**config.mk**
```make
export PLATFORM = sky130hd
export DESIGN_NAME = pc_sequencer
export DESIGN_NICKNAME = d
export VERILOG_FILES = /design/src/rtl/pc_sequencer.sv
export SDC_FILE = /design/constraint.sdc
export NUM_CORES = 1
export LEC_CHECK = 0
export BUFFER_PORTS_ARGS = -buffer_cell sky130_fd_sc_hd__buf_2
export CELL_PAD_IN_SITES_DETAIL_PLACEMENT = 1
export CELL_PAD_IN_SITES_GLOBAL_PLACEMENT = 2
export CORE_UTILIZATION = 35
export CTS_BUF_LIST = sky130_fd_sc_hd__clkbuf_4 sky130_fd_sc_hd__clkbuf_8
export DETAILED_ROUTE_END_ITERATION = 12
export HOLD_SLACK_MARGIN = 0.05
export PLACE_DENSITY = 0.73
export SLEW_MARGIN = 10
export SYNTH_ARGS = -nofsm -noshare
export SYNTH_HDL_FRONTEND = slang
export SYNTH_SLANG_ARGS = --single-unit
```
**constraint.sdc**
```tcl
create_clock -name clk -period 8.9 [get_ports clk]
set_input_delay 2.225 -clock clk [delete_from_list [all_inputs] [get_ports clk]]
set_output_delay 2.225 -clock clk [all_outputs]
set_load 0.02 [all_outputs]
```
**src/rtl/pc_sequencer.sv**
```systemverilog
`default_nettype none
// ============================================================================
// Module   : pc_sequencer
// Brief    : Fetch/decode/execute sequencer that drives the PC register,
//            with an internal return-address stack for CALL/RET.
// Revision : 1.0 - initial release
// ============================================================================
module pc_sequencer #(
    parameter int AW          = 13,
    parameter int STACK_DEPTH = 8
) (
    input  logic          clk,
    input  logic          rst,
    input  logic [AW-1:0] pc,
    input  logic          mem_ready,
    input  logic [2:0]    op,
    input  logic [AW-1:0] target,
    input  logic          zero,
    output logic          mem_req,
    output logic          ir_write,
    output logic          pc_write,
    output logic [AW-1:0] pc_next,
    output logic          halted,
    output logic          stack_ovf,
    output logic          stack_unf,
    output logic [3:0]    sp
);

    localparam int             SPW  = $clog2(STACK_DEPTH + 1);
    localparam int             IW   = $clog2(STACK_DEPTH);
    localparam logic [SPW-1:0] FULL = SPW'(STACK_DEPTH);

    localparam logic [2:0] OP_JMP  = 3'b001;
    localparam logic [2:0] OP_BRZ  = 3'b010;
    localparam logic [2:0] OP_CALL = 3'b011;
    localparam logic [2:0] OP_RET  = 3'b100;
    localparam logic [2:0] OP_HALT = 3'b101;

    typedef enum logic [1:0] {FETCH, DECODE, EXEC, HALT} state_t;

    state_t         state;
    state_t         state_nx;
    logic [SPW-1:0] sp_q;
    logic           ovf_q;
    logic           unf_q;
    logic [AW-1:0]  stack_mem [STACK_DEPTH];
    logic [AW-1:0]  pc_inc;
    logic [IW-1:0]  pop_idx;
    logic           push;
    logic           pop;
    logic           set_ovf;
    logic           set_unf;

    assign pc_inc  = pc + AW'(1);
    assign pop_idx = IW'(sp_q - SPW'(1));

    always_comb begin
        state_nx = state;
        mem_req  = 1'b0;
        ir_write = 1'b0;
        pc_write = 1'b0;
        pc_next  = pc_inc;
        halted   = 1'b0;
        push     = 1'b0;
        pop      = 1'b0;
        set_ovf  = 1'b0;
        set_unf  = 1'b0;
        unique case (state)
            FETCH: begin
                mem_req = 1'b1;
                if (mem_ready) begin
                    ir_write = 1'b1;
                    state_nx = DECODE;
                end
            end
            DECODE: state_nx = EXEC;
            EXEC: begin
                state_nx = FETCH;
                case (op)
                    OP_JMP: begin
                        pc_write = 1'b1;
                        pc_next  = target;
                    end
                    OP_BRZ: begin
                        pc_write = 1'b1;
                        if (zero) pc_next = target;
                    end
                    OP_CALL: begin
                        if (sp_q != FULL) begin
                            push     = 1'b1;
                            pc_write = 1'b1;
                            pc_next  = target;
                        end else begin
                            set_ovf  = 1'b1;
                            state_nx = HALT;
                        end
                    end
                    OP_RET: begin
                        if (sp_q != '0) begin
                            pop      = 1'b1;
                            pc_write = 1'b1;
                            pc_next  = stack_mem[pop_idx];
                        end else begin
                            set_unf  = 1'b1;
                            state_nx = HALT;
                        end
                    end
                    OP_HALT: state_nx = HALT;
                    default: pc_write = 1'b1;
                endcase
            end
            HALT: halted = 1'b1;
        endcase
        // Hold every enable low while reset is asserted; fetch resumes on release.
        if (rst) begin
            mem_req  = 1'b0;
            ir_write = 1'b0;
            pc_write = 1'b0;
            halted   = 1'b0;
            push     = 1'b0;
            pop      = 1'b0;
        end
    end

    always_ff @(posedge clk or posedge rst) begin
        if (rst) begin
            state <= FETCH;
            sp_q  <= '0;
            ovf_q <= 1'b0;
            unf_q <= 1'b0;
        end else begin
            state <= state_nx;
            if (push)
                sp_q <= sp_q + SPW'(1);
            else if (pop)
                sp_q <= sp_q - SPW'(1);
            if (set_ovf) ovf_q <= 1'b1;
            if (set_unf) unf_q <= 1'b1;
        end
    end

    // Stack contents need no reset; only entries below sp are ever read.
    always_ff @(posedge clk) begin
        if (push) stack_mem[sp_q[IW-1:0]] <= pc_inc;
    end

    assign stack_ovf = ovf_q;
    assign stack_unf = unf_q;

    generate
        if (SPW >= 4) begin : g_sp_wide
            assign sp = sp_q[3:0];
        end else begin : g_sp_narrow
            assign sp = {{(4 - SPW){1'b0}}, sp_q};
        end
    endgenerate

endmodule
`default_nettype wire
```
# After elaboration in Yosys (flattened, before gate mapping)
# Memories as Yosys holds them, arrays and structs flattened.
# Index checks and enable logic that the tools add are counted.
# classes
add_sub_neg	3
n_eq_ne	10
n_mux	38
reduce_logical	5
# op_table
operator	n
$mux 13	4
$pmux 13 s4	1
$mux 1	25
$add 13x1->13 const B	1
$pmux 2 s3	2
$mux 4	2
$eq 3x2->1 const B	2
$eq 3x3->1 const B	2
$mux 2	3
$add 4x1->4 const B	1
$eq 2x2->1 const B	2
$ne 4x4->1 const B	1
$reduce_bool 4->1	1
$sub 4x1->4 const B	1
$eq 3x1->1 const B	1
$pmux 1 s3	1
$reduce_bool 3->1	1
$eq 2x1->1 const B	1
$logic_not 2->1	1
$ne 2x2->1 const B	1
$reduce_and 2->1	1
$reduce_bool 2->1	1
# totals
register_bits	8
mem_bits_rw	104
inputBits	33
output_inout_bits	23
wordCells	61
n_memories	1
# memory_table
memory	depth	word_bits	read_ports	rd_clocked_by_memory_dff	wr	line_no	source
stack_mem	8	13	1	0	1	46	logic [AW-1:0] stack_mem [STACK_DEPTH];

# Longest topological paths before layout
# depth
ltp_word	7
depth_mapped	11
mapped_depth_nobuf	7

# Least setup slack after synthesis
# Ideal clock, no wire load.
# synth_path
kind	input port to output port
from	input op[1]
to	output pc_next[0]
t_arrival_ps	3726
required_ps	6675
slack_ps	2949
path_stages	6
n_path_buf	1
cell_sequence	buf_4 or3b_4 a311o_1 a311oi_1 a222oi_1 a21oi_1
# synth_between
elab_chain_cells	3
# synth_rtl
item	line_no	source
start, declared	16	input logic [2:0] op,
$eq 3x3->1 (tied with other cells)	79	case (op)
$pmux 13 s4 *	79	
$mux 13 *	68	unique case (state)
end, declared	22	output logic [AW-1:0] pc_next,
# Mark *: on every way between the ends. The rest lies on a longest branch, timed or not.

# Worst setup path in the final report
# layout_path
from	input op[2]
to	output pc_next[8]
# Same word-level chain as after synthesis.

==> results.md <==
Layout:
- Compared with the post-synthesis result, the final layout area differs by 12.76%.
- The total of fill cells in the finished design is 1490.
- Leaving out fill and tap cells, the most frequent cell in the layout is edfxtp_1.
- The total number of nets in the final design is 429.
- After routing the design area is 0.005828 mm2.
- The fraction of layout cells with a size suffix above 1 is 0.3079.
- The number of antenna diodes is 0.
- In the layout the commonest cells are edfxtp_1 (104), buf_2 (55), nand2_1 (32).

Worst setup path:
- The kind of capture point of the worst setup path is an output pin.
- The startpoint of the lowest-slack register-to-register path is sp[0].
- The worst reg-to-reg setup slack is 4.81 ns.
- The standard cell with the maximum stage delay on the critical path is nor2_2.
- Of all nets on the critical path, the largest fanout is 18.
- The critical path starts at op[2].
- Walking the worst path, the cells encountered are buf_2 -> or3b_4 -> nor2_2 -> nand2_1 -> a21oi_1 -> a221o_1 -> buf_2.
- Measured in cells, the most critical reg-to-reg path has a length of 7.
- The critical path is of the in -> out type.
- The critical path's most frequent cell is buf_2.
- The stage delay of the slowest cell on the critical path is 0.72 ns.
- The worst setup path is launched from an input pin.
- STA puts the critical path data required time at 6.68 ns.
- The worst register-to-register path ends at stack_mem[7][1].
- Data arrives at the worst endpoint at 4.33 ns.

Logic synthesis:
- The gate count after technology mapping is 332.
- In this run the mean area of a mapped cell was 15.57 um2.
- The simple-gate area share of the yosys netlist is 0.08303.
- Of the synthesized area, sequential elements account for 0.6429.
- The register bit total from synthesis is 112.
- The largest family of logic cells by synthesized area is multiplexers.
- For this run, asynchronously set or reset flops after synthesis account for 0.07143.
- The most used flip-flop cell after synthesis is edfxtp_1.
- The net count of the mapped netlist is 373.
- The fraction of the mapped netlist area in compound gates is 0.08085.
- The post-synthesis mux area share is 0.1097.
- Of the total synthesized cell area, the portion taken by full adders, half adders and majority gates is 0.01937.
- The unique cell type count in the Yosys netlist is 53.
- Of the total synthesized cell area, the portion taken by XOR and XNOR cells is 0.02711.
- In this run the cell area of the synthesized design comes to 0.005169 mm2.
- During synthesis, Yosys emitted a total of 0 warnings.
- The synthesized design contains 104 enable-type register cells.

Pwr:
- Dividing total power by cell area gives a power density of 272.1 mW/mm2.
- Summed over all cells, the static leakage comes to 1.989 nW.
- Internal power comes to 976.2 uW.
- The share of power burned in combinational logic is 0.404.
- Of the total power, the share spent switching nets is 0.3844.
- The overall power consumption is 1.586 mW.
- IR analysis of the VDD net gives a maximum drop of 0.1171 mV.
- The share of total power dissipated in the clock network is 0.201.
- Of the total power, registers draw 0.395.
- The power dissipated by switching net loads is 609.5 uW.

Timing:
- At the pin with the least slew margin, the transition time is 1.076 ns.
- The minimum hold slack is 0.4777 ns.
- Between clock sinks in the finished design, the worst skew comes to 0.01352 ns.
- Setup violations remaining at the end of the flow were counted as 0.
- The smallest clock period supported by the final layout is computed as 6.555 ns.
- Setup repair after global routing left no endpoint under its margin.
- The final max-slew violation count was 0.
- Static timing analysis puts the maximum clock frequency at 152.6 MHz.
- The fraction of the cycle the final worst path needs is 0.7365.
- The sum of negative setup slack is 0 ns.
- The number of hold-slack violations in the final timing report is 0.
- The worst max-slew margin expressed relative to the limit is 0.2829.

Drt:
- The routed layout has 3187 vias.
- The vias per cell is 5.523.
- The count of nets left with antenna violations once routing finished came out at 0.
- The detailed router finished its first iteration with 244 violations.
- The number of design rule violations left after detail routing is 1.
- The first detailed-routing pass took 9 iterations.
- In the final routed layout, each cell accounts on average for 22.35 um.
- The routed wire length is 12900 um.

Min path:
- The path with the worst hold slack has its endpoint at stack_unf.
- The type of the tightest min-delay check is reg -> reg.
- The number of cells traversed by the worst hold path is 1.
- The startpoint identified for the worst hold timing path is stack_unf.

Clock tree:
- The number of gates resized after cts is 0.
- The post-CTS setup buffer count is 0.
- The clock tree root buffer cell is clkbuf_8.
- The clock slew at the register clock pins of the worst setup and hold paths is 0.10 ns.
- The number of buffers added by the clock tree synthesis step is 9.
- The clock net sink count is 112.
- TritonCTS built the clock tree.
- The worst-case clock buffer depth is 2.
- The later pin in the worst-skew pair is clocked with a latency of 0.39 ns.
- The maximum level of the CTS H-tree is 3.
- The number of hold-repair buffers added at the cts stage is 0.

Job:
- The tool flagged a number of max-cap violations equal to 0.

Global route:
- The total grt overflow is 0.
- The initial antenna violation count is 0.
- The via count of the first global-routing pass is 3276.
- The overall global routing resource usage is 0.1840.
- The largest net degree at the start of global routing is 41.
- The global-route wire length before repair is 19590 um.

Die:
- The die span in y is 123.5 um.
- The number of cell rows is 44.
- The horizontal extent of the die is 123.5 um.
- For this design the top-level I/O count stands at 56.
- After floorplanning, the core was sized to cover 0.01448 mm2.
- The effective utilization at floorplan is 0.3570.
- The die area is 0.01526 mm2.

Place:
- The half-perimeter wire length after placement is 8368 um.
- After detailed placement, the total cell area comes to 0.005623 mm2.
- The congestion estimate from routability-driven global placement came to 0.8145.
- The port buffer count is 55.

Status:
- The flow ran to the end, but the final reports show violations.
- The checks that failed: design-rule violations.
routing by layer:
| layer | vias to the layer above | track usage | part of all wire |
|---|---|---|---|
| li1 | 1423 | - | - |
| met1 | 1645 | 0.2350 | 0.42 |
| met2 | 105 | 0.3083 | 0.51 |
| met3 | 14 | 0.04659 | 0.058 |
| met4 | 0 | 0.05346 | 0.011 |
| met5 | - | 0 | 0 |
cells by family (layout without fill, tap and decap cells):
| logic type | after synthesis | in the layout |
|---|---|---|
| compound gates | 54 | 54 |
| flops | 112 | 112 |
| buf+inv | 26 | 87 |
| mux | 29 | 29 |
| simple gates | 87 | 87 |
| fa+ha+maj | 8 | 8 |
| xor+xnor | 16 | 16 |
power by group through the flow:
stage	combinational [mW]	sequential, mW	clock, mW
finish	0.641	0.626	0.318
global placement	0.641	0.637	0
global route	0.695	0.630	0.344
floorplan	0.501	0.634	0
CTS	0.651	0.627	0.326
detailed placement	0.647	0.639	0
Yosys cell counts, types with 2 or more instances:
master	instances	area share
edfxtp_1	104	0.60
nand2_1	32	0.023
mux4_2	22	0.096
nor2_1	17	0.012
nand3_1	11	0.011
a21oi_1	10	0.0097
inv_1	9	0.0065
xnor2_1	9	0.015
dfrtp_1	8	0.039
ha_1	8	0.019
xor2_1	7	0.012
clkbuf_8	6	0.016
mux2i_1	6	0.012
a31oi_1	5	0.0061
nor3_1	5	0.0048
o21ai_0	5	0.0048
o2bb2ai_1	5	0.0085
a221o_1	4	0.0077
a222oi_1	4	0.0077
a32o_1	4	0.0077
nor2b_1	4	0.0048
buf_2	3	0.0029
buf_6	3	0.0065
clkbuf_1	3	0.0022
nand4_1	3	0.0036
a22oi_1	2	0.0029
a31o_2	2	0.0034
and2_1	2	0.0024
buf_4	2	0.0029
nor3b_1	2	0.0029
o21a_1	2	0.0029
o311ai_0	2	0.0034
how the worst max path moves through the flow:
stage / cells after the start / end / slack (ns)
2_1_floorplan: 6 / pc_next[0] / 2.95
3_3_place_gp: 7 / pc_next[8] / 2.41
3_5_place_dp: 7 / pc_next[8] / 2.34
4_1_cts: 7 / pc_next[8] / 2.34
5_1_grt: 7 / pc_next[8] / 2.19
6_report: 7 / pc_next[8] / 2.34
worst max-delay path: cells and delay by family:
| family | cells | cell delay (ns) |
|---|---|---|
| compound gates | 2 | 0.36 |
| simple gates | 3 | 1.42 |
| buf+inv | 2 | 0.33 |
sequential cells by signal, summed over array words and instances, names as in the netlist:
signal,flops
stack_mem,104
sp,4
state,2
stack_ovf,1
stack_unf,1
cell type report:
class | instances | area, um2 | share of cell area
repair buffers | 62 | 327.8 | 0.05625
flip-flops and latches | 112 | 3324 | 0.5704
clock inverters | 7 | 81.33 | 0.01395
well taps | 184 | 230.2 | 0.03950
inverters | 9 | 33.78 | 0.005796
multi-input cells | 194 | 1707 | 0.2928
clock buffers | 9 | 123.9 | 0.02125
metrics by stage:
step / std cells / setup WS, ns / util
final: 577 / 2.345 / 0.4025
after global routing: 577 / 2.193 / 0.4025
after CTS: 577 / 2.343 / 0.4025
after detailed placement: 561 / 2.337 / 0.3884
after global placement: 561 / 2.406 / 0.3884
after floorplan: 332 / 2.949 / -
Note: power is estimated with default switching activity, not from simulation.
